## src/rtl/shift_normalizer_if.sv

```systemverilog
// shift_normalizer_if: operand/result handshake bundle for the normalizer.
// master drives operands and consumes results; slave is the normalizer.
interface shift_normalizer_if #(
    parameter int WIDTH = 8,
    parameter int SH_W  = $clog2(WIDTH)
);
    logic             in_valid;
    logic             in_ready;
    logic [WIDTH-1:0] data_in;
    logic             mode;
    logic             out_valid;
    logic             out_ready;
    logic [WIDTH-1:0] data_out;
    logic [SH_W-1:0]  shift_out;
    logic             zero;

    modport master (
        output in_valid, data_in, mode, out_ready,
        input  in_ready, out_valid, data_out, shift_out, zero
    );

    modport slave (
        input  in_valid, data_in, mode, out_ready,
        output in_ready, out_valid, data_out, shift_out, zero
    );
endinterface

```

## src/rtl/shift_normalizer.sv

```systemverilog
// shift_normalizer: sequential left-normalizer (clz / redundant sign bits).
// Optional macro SHNORM_SKIP2_EN enables a two-bit unsigned fast path.
module shift_normalizer #(
    parameter int WIDTH = 8,
    parameter int SH_W  = $clog2(WIDTH)
) (
    input  logic              clk,
    input  logic              rst,
    shift_normalizer_if.slave bus
);

    typedef enum logic [1:0] {IDLE, BUSY, DONE} state_t;

    state_t           state_q, state_d;
    logic [WIDTH-1:0] work_q, work_d;
    logic             mode_q, mode_d;
    logic [SH_W-1:0]  cnt_q, cnt_d;
    logic [WIDTH-1:0] dout_q, dout_d;
    logic [SH_W-1:0]  sh_q, sh_d;
    logic             zero_q, zero_d;

    logic is_zero;
    logic at_cap;
    logic normed;
    logic stop;
    logic skip2;

    assign is_zero = (work_q == '0);
    assign at_cap  = (cnt_q == SH_W'(WIDTH - 1));
    assign normed  = mode_q ? (work_q[WIDTH-1] ^ work_q[WIDTH-2])
                            : work_q[WIDTH-1];
    assign stop    = is_zero | normed | at_cap;

`ifdef SHNORM_SKIP2_EN
    // Unsigned only: two leading zeros and room for two more shifts.
    assign skip2 = !mode_q
                 && (work_q[WIDTH-1 -: 2] == 2'b00)
                 && !is_zero
                 && (cnt_q <= SH_W'(WIDTH - 3));
`else
    assign skip2 = 1'b0;
`endif

    // State and datapath registers; reset drops any in-flight operand.
    always_ff @(posedge clk) begin
        if (rst) begin
            state_q <= IDLE;
            work_q  <= '0;
            mode_q  <= 1'b0;
            cnt_q   <= '0;
            dout_q  <= '0;
            sh_q    <= '0;
            zero_q  <= 1'b0;
        end else begin
            state_q <= state_d;
            work_q  <= work_d;
            mode_q  <= mode_d;
            cnt_q   <= cnt_d;
            dout_q  <= dout_d;
            sh_q    <= sh_d;
            zero_q  <= zero_d;
        end
    end

    // Next-state logic.
    always_comb begin
        state_d = state_q;
        unique case (state_q)
            IDLE: if (bus.in_valid) state_d = BUSY;
            BUSY: if (stop) state_d = DONE;
            DONE: if (bus.out_ready) state_d = IDLE;
            default: state_d = IDLE;
        endcase
    end

    // Datapath: load, shift until normalized, then capture result.
    always_comb begin
        work_d = work_q;
        mode_d = mode_q;
        cnt_d  = cnt_q;
        dout_d = dout_q;
        sh_d   = sh_q;
        zero_d = zero_q;
        unique case (state_q)
            IDLE: begin
                if (bus.in_valid) begin
                    work_d = bus.data_in;
                    mode_d = bus.mode;
                    cnt_d  = '0;
                end
            end
            BUSY: begin
                if (is_zero) begin
                    zero_d = 1'b1;
                    dout_d = '0;
                    sh_d   = '0;
                end else if (stop) begin
                    zero_d = 1'b0;
                    dout_d = work_q;
                    sh_d   = cnt_q;
                end else if (skip2) begin
                    work_d = work_q << 2;
                    cnt_d  = cnt_q + SH_W'(2);
                end else begin
                    work_d = work_q << 1;
                    cnt_d  = cnt_q + SH_W'(1);
                end
            end
            default: ;
        endcase
    end

    // Outputs: handshake flags follow state, result comes from registers.
    always_comb begin
        bus.in_ready  = (state_q == IDLE);
        bus.out_valid = (state_q == DONE);
        bus.data_out  = dout_q;
        bus.shift_out = sh_q;
        bus.zero      = zero_q;
    end

endmodule
```

## src/flat_wrapper.sv

```systemverilog
// flat-port wrapper written by rule: the top's interface ports become plain ports
module shift_normalizer_flat 
#(
    parameter int WIDTH = 8,
    parameter int SH_W  = $clog2(WIDTH)
)
  (clk, rst, bus_in_valid, bus_data_in, bus_mode, bus_out_ready, bus_in_ready, bus_out_valid, bus_data_out, bus_shift_out, bus_zero);
  shift_normalizer_if #(.WIDTH(WIDTH), .SH_W(SH_W)) bus_i ();
  input  logic clk;
  input  logic rst;
  input wire logic [$bits(bus_i.in_valid)-1:0] bus_in_valid;
  input wire logic [$bits(bus_i.data_in)-1:0] bus_data_in;
  input wire logic [$bits(bus_i.mode)-1:0] bus_mode;
  input wire logic [$bits(bus_i.out_ready)-1:0] bus_out_ready;
  output wire logic [$bits(bus_i.in_ready)-1:0] bus_in_ready;
  output wire logic [$bits(bus_i.out_valid)-1:0] bus_out_valid;
  output wire logic [$bits(bus_i.data_out)-1:0] bus_data_out;
  output wire logic [$bits(bus_i.shift_out)-1:0] bus_shift_out;
  output wire logic [$bits(bus_i.zero)-1:0] bus_zero;
  assign bus_i.in_valid = bus_in_valid;
  assign bus_i.data_in = bus_data_in;
  assign bus_i.mode = bus_mode;
  assign bus_i.out_ready = bus_out_ready;
  assign bus_in_ready = bus_i.in_ready;
  assign bus_out_valid = bus_i.out_valid;
  assign bus_data_out = bus_i.data_out;
  assign bus_shift_out = bus_i.shift_out;
  assign bus_zero = bus_i.zero;
  shift_normalizer #(.WIDTH(WIDTH), .SH_W(SH_W)) u_core (.clk(clk), .rst(rst), .bus(bus_i));
endmodule
```

## config.mk

```make
export PLATFORM = sky130hd
export DESIGN_NAME = shift_normalizer_flat
export DESIGN_NICKNAME = d
export VERILOG_FILES = /design/src/rtl/shift_normalizer_if.sv /design/src/rtl/shift_normalizer.sv /design/src/flat_wrapper.sv
export SDC_FILE = /design/constraint.sdc
export NUM_CORES = 1
export LEC_CHECK = 0
export BUFFER_PORTS_ARGS = -buffer_cell sky130_fd_sc_hd__buf_2
export CAP_MARGIN = 20
export CORE_AREA = 2 2 63 65
export CTS_CLUSTER_DIAMETER = 200
export DETAILED_ROUTE_END_ITERATION = 8
export DIE_AREA = 0 0 65 67
export GPL_TIMING_DRIVEN = 0
export PLACE_DENSITY = 0.59
export SYNTH_ARGS = -nofsm -noshare
export SYNTH_HDL_FRONTEND = slang
export SYNTH_SLANG_ARGS = --single-unit
```

## constraint.sdc

```tcl
create_clock -name clk -period 3.29 [get_ports clk]
set_input_delay 0.329 -clock clk [delete_from_list [all_inputs] [get_ports clk]]
set_output_delay 0.329 -clock clk [all_outputs]
set_load 0.01 [all_outputs]
```

==> impl_metrics.yaml <==
outcome:
  status: "finished clean"
sta:
  setup_tns_ns: 0
  slew_viol_final: 0
  skew_ns: 0.00117
  setup_violations: 0
  period_share: 0.569
  hold_viol_final: 0
  fin_crit_ns: 1.87
  tightestPinTransition_ns: 0.539
  clock.fmax_mhz: 534
  slew_headroom: 0.638
  rsz0062_at_grt: "false"
clocking:
  cts-root-buf: "clkbuf_8"
  htreeDepth: 1
  insertion_delay_ns: 0.27
  cts_buffer_depth: 2
  cts_tree: "built"
  clkSinkCount: 26
  cts_hold_buf: 0
  postCtsSetupBuffers: 0
  numCtsBuffers: 3
  clk_pin_slew_ns: 0.08
  cts_resized: 0
placement:
  io_buffers: 26
  dp_hpwl_mm: 2.18
  dp.cells: 204
  gp_congestion: 0.834
  post_dp_cell_area_um2: 1430
synth:
  ys_seq_area_frac: 0.421
  synth-seq-cells: 26
  syn-num-nets: 146
  yosysWarnings: 0
  avgSynthCellArea_um2: 9.51
  syn_inst: 130
  synth_cell_types: 36
  syn_area_um2: 1240
global_routing:
  grt_pass1_wl_mm: 4.69
  grt_antenna_before_repair: 0
  grt_pass1_vias: 1036
  grt_max_degree: 15
  grt-ovfl-total: 0
  globalRouteTotalUtil: 0.140
die:
  pin_count: 27
  core_area_um2: 3610
  fp.dieH_um: 67
  dieArea_um2: 4360
  dieWidth_um: 65
  row_count: 22
  initial_core_util: 0.343
setup_path:
  worstPathRequired_ns: 3.49
  worstPathMaxFanout: 8
  worstPathArrival_ns: 2.07
  startpoint_type: "flop"
  critical_path_class: "reg -> reg"
  worst_setup_path_end_kind: "flop"
detailed_routing:
  dr.pass1.iters: 4
  via_count: 1070
  drt_iter0_drc: 31
  postRouteAntennaNets: 0
  drc: 0
  wirelength_mm: 2.80
  routedWlPerCell_um: 13.5
  viasPerCell: 5.14
power:
  leakage_nw: 0.608
  report.power.total_mw: 0.848
  peakVddDrop_mv: 0.398
  p_per_area_nw_per_um2: 572
layout:
  final_cell_mix: "buf_2, dfxtp_1, a21oi_1, nand2_1, nand3_1"
  stdcell_count: 208
  fin_area_um2: 1480
  fin_nets: 177
  layout-area-overhead-vs-synth_pct: 19.8
  drive_gt1_frac: 0.275
  diodes: 0
  final_common_cell: "buf_2"
min_path:
  hp-class: "in -> reg"
run:
  drv_cap: 0
-- where the power goes --
part	switching (mW)	total, mW	internal (mW)	leakage [nW]
Combinational	0.157	0.269	0.112	0.367
Sequential	0.0307	0.375	0.344	0.212
Clock	0.0969	0.204	0.107	0.0288
Total	0.284	0.848	0.563	0.608
-- registers in the layout, indices dropped and copies added, names as in the netlist --
signal                count
u_core.bus.data_out       8
u_core.work_q             8
u_core.bus.shift_out      3
u_core.cnt_q              3
u_core.state_q            2
u_core.bus.zero           1
u_core.mode_q             1
-- cell usage after synthesis, drive strengths merged --
cell type,number,area share
and2,5,0.025
ha,3,0.030
nand2,10,0.030
a211o,1,0.0071
o21ai,8,0.032
nor2,6,0.024
a22oi,1,0.0061
mux2i,3,0.024
a32o,1,0.0081
a21oi,11,0.048
clkbuf,3,0.0091
a221oi,4,0.028
inv,4,0.012
nor2b,3,0.015
nand2b,2,0.012
buf,3,0.017
nor3,6,0.028
a2111oi,1,0.022
a22o,7,0.050
mux2,4,0.039
a31oi,1,0.0051
nor4b,1,0.019
o211ai,2,0.012
or3,1,0.0051
a2111o,1,0.0091
a211oi,3,0.022
dfxtp,26,0.42
nand3,9,0.036
-- final timing paths --
| kind | startpoint | endpoint | slack [ns] | cells after the start |
|---|---|---|---|---|
| worst min-delay path | bus_mode | u_core.mode_q$_SDFFE_PP0P_ | 0.29 | 3 |
| worst min register to register | u_core.bus.data_out[7]$_SDFFE_PP0P_ | u_core.bus.data_out[7]$_SDFFE_PP0P_ | 0.48 | 1 |
| worst max register to register | u_core.work_q[6]$_SDFFE_PP0P_ | u_core.bus.data_out[1]$_SDFFE_PP0P_ | 1.42 | 6 |
| worst max-delay path | u_core.work_q[6]$_SDFFE_PP0P_ | u_core.bus.data_out[1]$_SDFFE_PP0P_ | 1.42 | 6 |
-- metrics by stage --
step / utilization / hold WS, ns / setup slack [ns]
2_1_floorplan: - / 0.442 / 1.56
3_3_place_gp: 0.396 / 0.455 / 1.44
3_5_place_dp: 0.396 / 0.462 / 1.41
4_1_cts: 0.411 / 0.292 / 1.40
5_1_grt: 0.411 / 0.291 / 1.28
6_report: 0.411 / 0.292 / 1.42
-- critical path: stages, from the launching register on --
cell and delay [ns]:
dfxtp_1 0.34, inv_1 0.07, ha_1 0.28, mux2_4 0.30, a211oi_2 0.45, o21ai_0 0.17, a21oi_1 0.18
-- layer usage --
| metal | GRT usage | up-vias | wire length (um) |
|---|---|---|---|
| li1 | - | 550 | - |
| met1 | 0.169 | 492 | 1300 |
| met2 | 0.246 | 24 | 1330 |
| met3 | 0.0439 | 4 | 146 |
| met4 | 0.0239 | 0 | 21 |
| met5 | 0 | - | 0 |
-- area by class of cell --
class / instances / area, um2
inverters: 4 / 15.0
multi-input cells: 94 / 668
well taps: 48 / 60.1
flip-flops and latches: 26 / 520
fillers: 363 / 2120
plain buffers: 6 / 32.5
clock buffers: 4 / 55.1
repair buffers: 26 / 130
-- kinds of logic (layout without fill, tap and decap cells) --
kind of cell               count (synthesis)  after routing  share of synthesized area
AOI/OAI and AO/OA                         41             41                      0.250
adders and majority gates                  3              3                     0.0304
DFF                                       26             26                      0.421
buffers and inverters                     10             40                     0.0385
muxes                                      7              7                     0.0638
and+or+nand+nor                           43             43                      0.196
No activity file was read; power rests on OpenSTA's default activity.
